==> src/rtl/pipe_arb_ctrl.sv <==
// pipe_arb_ctrl: two-requester issue arbiter for a fixed-latency
// F = ((A+B)+(C-D))*D datapath, with shadow valid/id pipe and a
// credit-protected result FIFO.
// Ports: clk, rst_n (async, low); r0_/r1_ valid/ready/ops {A,B,C,D};
//   dp_a..dp_d registered operands out, dp_f result in;
//   res_valid/res_ready/res_data/res_id FIFO head; inflight count.
// Config: define PIPE_ARB_RR_EN for round-robin, else r0 fixed priority.
// LAT must be >= 1.
module pipe_arb_ctrl #(
  parameter int N   = 10,
  parameter int LAT = 3,
  parameter int FD  = 4
) (
  input  logic                     clk,
  input  logic                     rst_n,
  input  logic                     r0_valid,
  output logic                     r0_ready,
  input  logic [4*N-1:0]           r0_ops,
  input  logic                     r1_valid,
  output logic                     r1_ready,
  input  logic [4*N-1:0]           r1_ops,
  output logic [N-1:0]             dp_a,
  output logic [N-1:0]             dp_b,
  output logic [N-1:0]             dp_c,
  output logic [N-1:0]             dp_d,
  input  logic [N-1:0]             dp_f,
  output logic                     res_valid,
  input  logic                     res_ready,
  output logic [N-1:0]             res_data,
  output logic                     res_id,
  output logic [$clog2(FD+1)-1:0]  inflight
);

  localparam int IW = $clog2(FD+1);
  localparam int AW = (FD > 1) ? $clog2(FD) : 1;

  logic [IW-1:0]  inflight_q, inflight_d;
  logic [IW-1:0]  cnt_q, cnt_d;
  logic [AW-1:0]  rp_q, wp_q;
  logic [N-1:0]   mem_q [FD];
  logic [FD-1:0]  mid_q;
  logic [LAT:0]   sv_q, sid_q;
  logic [N-1:0]   a_q, b_q, c_q, d_q;
  logic [4*N-1:0] ops_sel;
  logic credit_ok, issue, pop, push;
  logic prio;

`ifdef PIPE_ARB_RR_EN
  logic prio_q;

  // High means r1 wins the next contended cycle; the last
  // granted requester always drops to lowest priority.
  always_ff @(posedge clk or negedge rst_n) begin
    if (!rst_n) begin
      prio_q <= 1'b0;
    end else if (issue) begin
      prio_q <= r0_ready;
    end
  end

  assign prio = prio_q;
`else
  assign prio = 1'b0;
`endif

  assign credit_ok = inflight_q < IW'(FD);

  always_comb begin
    r0_ready = 1'b0;
    r1_ready = 1'b0;
    if (rst_n && credit_ok) begin
      unique case (1'b1)
        (r0_valid & ~r1_valid):        r0_ready = 1'b1;
        (r1_valid & ~r0_valid):        r1_ready = 1'b1;
        (r0_valid & r1_valid & ~prio): r0_ready = 1'b1;
        (r0_valid & r1_valid & prio):  r1_ready = 1'b1;
        default: ;
      endcase
    end
  end

  assign issue   = r0_ready | r1_ready;
  assign ops_sel = r1_ready ? r1_ops : r0_ops;
  assign push    = sv_q[LAT];
  assign pop     = res_valid & res_ready;

  always_comb begin
    inflight_d = inflight_q;
    if (issue & ~pop) inflight_d = inflight_q + IW'(1);
    else if (~issue & pop) inflight_d = inflight_q - IW'(1);
  end

  always_comb begin
    cnt_d = cnt_q;
    if (push & ~pop) cnt_d = cnt_q + IW'(1);
    else if (~push & pop) cnt_d = cnt_q - IW'(1);
  end

  always_ff @(posedge clk or negedge rst_n) begin
    if (!rst_n) begin
      a_q        <= '0;
      b_q        <= '0;
      c_q        <= '0;
      d_q        <= '0;
      sv_q       <= '0;
      sid_q      <= '0;
      inflight_q <= '0;
      cnt_q      <= '0;
      rp_q       <= '0;
      wp_q       <= '0;
    end else begin
      if (issue) begin
        a_q <= ops_sel[4*N-1:3*N];
        b_q <= ops_sel[3*N-1:2*N];
        c_q <= ops_sel[2*N-1:N];
        d_q <= ops_sel[N-1:0];
      end
      // Stage k valid means dp_f will be valid at stage LAT.
      sv_q       <= {sv_q[LAT-1:0], issue};
      sid_q      <= {sid_q[LAT-1:0], r1_ready};
      inflight_q <= inflight_d;
      cnt_q      <= cnt_d;
      if (push) begin
        wp_q <= (wp_q == AW'(FD-1)) ? '0 : wp_q + AW'(1);
      end
      if (pop) begin
        rp_q <= (rp_q == AW'(FD-1)) ? '0 : rp_q + AW'(1);
      end
    end
  end

  // Result storage needs no reset; head is masked when empty.
  always_ff @(posedge clk) begin
    if (rst_n && push) begin
      assert (cnt_q < IW'(FD))
        else $error("result FIFO write while full");
      mem_q[wp_q] <= dp_f;
      mid_q[wp_q] <= sid_q[LAT];
    end
  end

  assign res_valid = cnt_q != '0;
  assign res_data  = res_valid ? mem_q[rp_q] : '0;
  assign res_id    = res_valid & mid_q[rp_q];
  assign inflight  = inflight_q;
  assign dp_a      = a_q;
  assign dp_b      = b_q;
  assign dp_c      = c_q;
  assign dp_d      = d_q;

endmodule

==> config.mk <==
export PLATFORM = sky130hd
export DESIGN_NAME = pipe_arb_ctrl
export DESIGN_NICKNAME = d
export VERILOG_FILES = /design/src/rtl/pipe_arb_ctrl.sv
export SDC_FILE = /design/constraint.sdc
export NUM_CORES = 1
export LEC_CHECK = 0
export ABC_AREA = 1
export BUFFER_PORTS_ARGS = -buffer_cell sky130_fd_sc_hd__buf_4
export CAP_MARGIN = 15
export CORE_ASPECT_RATIO = 0.8
export CORE_UTILIZATION = 55
export CTS_CLUSTER_SIZE = 10
export DETAILED_ROUTE_END_ITERATION = 7
export PLACE_DENSITY = 0.86
export SYNTH_ARGS = -nofsm -noshare
export SYNTH_HDL_FRONTEND = slang
export SYNTH_SLANG_ARGS = --single-unit
==> constraint.sdc <==
create_clock -name clk -period 3.1 [get_ports clk]
set_input_delay 0.155 -clock clk [delete_from_list [all_inputs] [get_ports clk]]
set_output_delay 0.155 -clock clk [all_outputs]
set_load 0.01 [all_outputs]
==> out/metrics.csv <==
stage,metric,value,unit
finish,drive_above_1_share,0.257,
setup_path,crit_path_max_incr_delay,0.55,ns
setup_path,critPathKind,input pin to primary output,
global_routing,grt.total_usage,0.262,
timing,max_freq,404,MHz
power,cellPowerDensity,780,nW/um^2
finish,area_delta_synth_final,31.3,%
timing,finalHoldViolations,0,
drt,routedWlPerCell,14.0,um
global_routing,grt_max_degree,46,
logic_synthesis,synth_flop_cell,dfrtp_1,
hold_path,hp-start,res_ready,
timing,setup_viol,0,
logic_synthesis,synth_cell_types,21,
logic_synthesis,yosysTopAreaCell,dfrtp_1,
finish,diodes,0,
clocking,cts_tree,yes,
die,coreArea,8520,um^2
setup_path,end_kind,primary output,
global_routing,grt_pass1_vias,4004,
die,rows,30,
drt,viasPerCell,5.00,
drt,ant_nets,0,
hold_path,hold_end,rp_q[1],
setup_path,path_max_fanout,41,
drt,first_iter_violations,195,
die,die_h,86.0,um
drt,vias,4114,
placed_design,io_buffer_count,151,
timing,slew_headroom,0.544,
drt,drc_errors,0,
placed_design,hpwl,8130,um
drt,dr.pass1.iters,4,
setup_path,arrival,2.32,ns
clocking,root_buffer,clkbuf_8,
clocking,clkLatencyLatePin,0.37,ns
clocking,clkTransAtPathRegs,0.10,ns
setup_path,reg2reg_from,inflight[2],
clocking,numCtsBuffers,9,
hold_path,hold_class,input pin to register,
logic_synthesis,syn_inst,550,
setup_path,r2r-end,dp_c[2],
timing,finalSetupTns,0,ns
timing,worstMarginPinSlew,0.683,ns
timing,finalWorstSetupSlack,0.627,ns
setup_path,cp-start-kind,input pin,
clocking,post-cts-setup-buffers,0,
logic_synthesis,synth-edff-count,44,
logic_synthesis,synthTopCellsByCount,"nand2_1 (204), inv_1 (82), dfrtp_1 (58)",
clocking,cts_max_path_buffers,2,
setup_path,reg2reg_depth,7,
timing,rsz0062_at_grt,false,
timing,maxSlewViolCount,0,
logic_synthesis,synth-seq-area-share,0.572,
logic_synthesis,synth_area_leaders,"dfrtp_1 (30%), edfxtp_1 (27%), nand2_1 (16%), inv_1 (6.3%), nand3b_1 (6.2%)",
setup_path,cpMaxStageDelayCell,dlygate4sd3_1,
logic_synthesis,synth-seq-cells,102,
die,start_util,0.569,
placed_design,post-place-cells,796,
setup_path,path_delay_family,buffers and inverters,
setup_path,cp_num_buf_inv,6,
power,power.leakage,3.30,nW
timing,finClkSkew,0.0165,ns
placed_design,gp_congestion,0.880,
finish,stdcell_count,823,
logic_synthesis,syn_area,4850,um^2
logic_synthesis,synth_warnings,0,
power,power.total,4.96,mW
clocking,htree_levels,3,
placed_design,post-place-ws,1.03,ns
logic_synthesis,syn_area_per_cell,8.82,um^2
setup_path,worst-r2r-setup-slack,1.02,ns
status,status,"complete, no violations",
logic_synthesis,synth_top_cell_area_share,0.299,
drt,totalWireLength,11500,um
power,ir_drop,0.000471,V
timing,period_needed,2.47,ns
logic_synthesis,synthArstFlopShare,0.569,
global_routing,grt_pass1_wl,18500,um
hold_path,hold_path_depth,3,
setup_path,worstPathRequired,2.94,ns
global_routing,grt_antenna_before_repair,0,
logic_synthesis,yosysMostFrequentCell,nand2_1,
clocking,clock_sinks,102,
timing,fin_crit_sh,0.798,
run,max_cap_viol_count,0,
die,die_x,107,um
setup_path,crit_path_cell_trace,dlygate4sd3_1 > buf_4 > inv_1 > nor2_4 > buf_4 > nand2_1 > inv_1 > buf_4,
finish,final_nets,810,
setup_path,crit_path_frequent_cell,buf_4,
die,pin_count,152,
die,dieArea,9200,um^2
logic_synthesis,synth_fp_nets,654,
global_routing,globalRouteOverflowTotal,0,
==> cells in the final DEF (no fill, tap or decap), types with 2 or more instances in the layout <==
cell type and n:
ha_1 7, o21ai_1 39, xnor2_1 2, inv_6 3, o21ai_0 4, nand2_1 204, dlygate4sd3_1 11, nor2_1 5
clkbuf_8 9, a21oi_1 11, buf_4 162, nand3b_1 40, xor2_1 2, inv_1 82, dfrtp_1 58, nand3_1 16
edfxtp_1 44, inv_2 2, fa_1 2, clkinv_4 3
==> layer usage <==
metal	up-vias	wire (um)	global-route usage
met5	-	0	0
met4	0	393	0.134
met3	35	634	0.0426
met1	1889	4940	0.341
met2	165	5580	0.427
li1	2025	-	-
==> worst min-delay path: stages <==
cell     delay, ns
buf_4         0.08
nand3_1       0.07
nand2_1       0.07
==> final cells by class <==
class | count | area (um^2)
clock buffer | 10 | 128
clock inverter | 6 | 52.6
fill | 581 | 2160
inverter | 84 | 315
multi-input combinational | 336 | 1630
sequential | 102 | 2770
tap | 112 | 140
timing repair buffer | 173 | 1330
==> state kept, by name, summed over array words and instances, names as in the netlist <==
signal    count
sv_q          4
cnt_q         3
wp_q          2
dp_d         10
rp_q          2
inflight      3
dp_c         10
mid_q         4
dp_a         10
sid_q         4
mem_q        40
dp_b         10
==> through the flow <==
stage                     instance area (um^2)  hold slack [ns]   util
after floorplan                           4850           -0.141      -
after global placement                    6070           0.0151  0.713
after detailed placement                  6070           0.0230  0.713
after CTS                                 6360           0.0267  0.747
after global routing                      6360           0.0408  0.747
final                                     6360           0.0394  0.747
==> logic make-up after synthesis <==
logic type	after synthesis	synth area share
xor+xnor	4	0.00723
fa+ha+maj	9	0.0263
flops	102	0.572
buf+inv	112	0.0919
compound gates	55	0.0575
simple gates	268	0.245
==> worst max path at each step <==
stage                startpoint          end  slack [ns]  cells past startpoint
global placement          rst_n      dp_c[2]        1.13                      9
floorplan           inflight[2]  inflight[2]        1.16                     10
finish                    rst_n     r1_ready        0.63                      8
global route              rst_n     r1_ready        0.47                      8
CTS                       rst_n     r1_ready        0.64                      8
detailed placement        rst_n      dp_c[2]        1.03                      9
==> report_power, final <==
group	internal (mW)	switching, mW
registers	1.78	0.264
clock network	0.306	0.473
logic	0.974	1.16
total	3.06	1.90
==> repair_timing <==
action                                 CTS  global route
resized for setup                        0             0
hold buffers                            11             0
endpoints found under the hold margin   53             0
(Power assumes the default switching activity.)
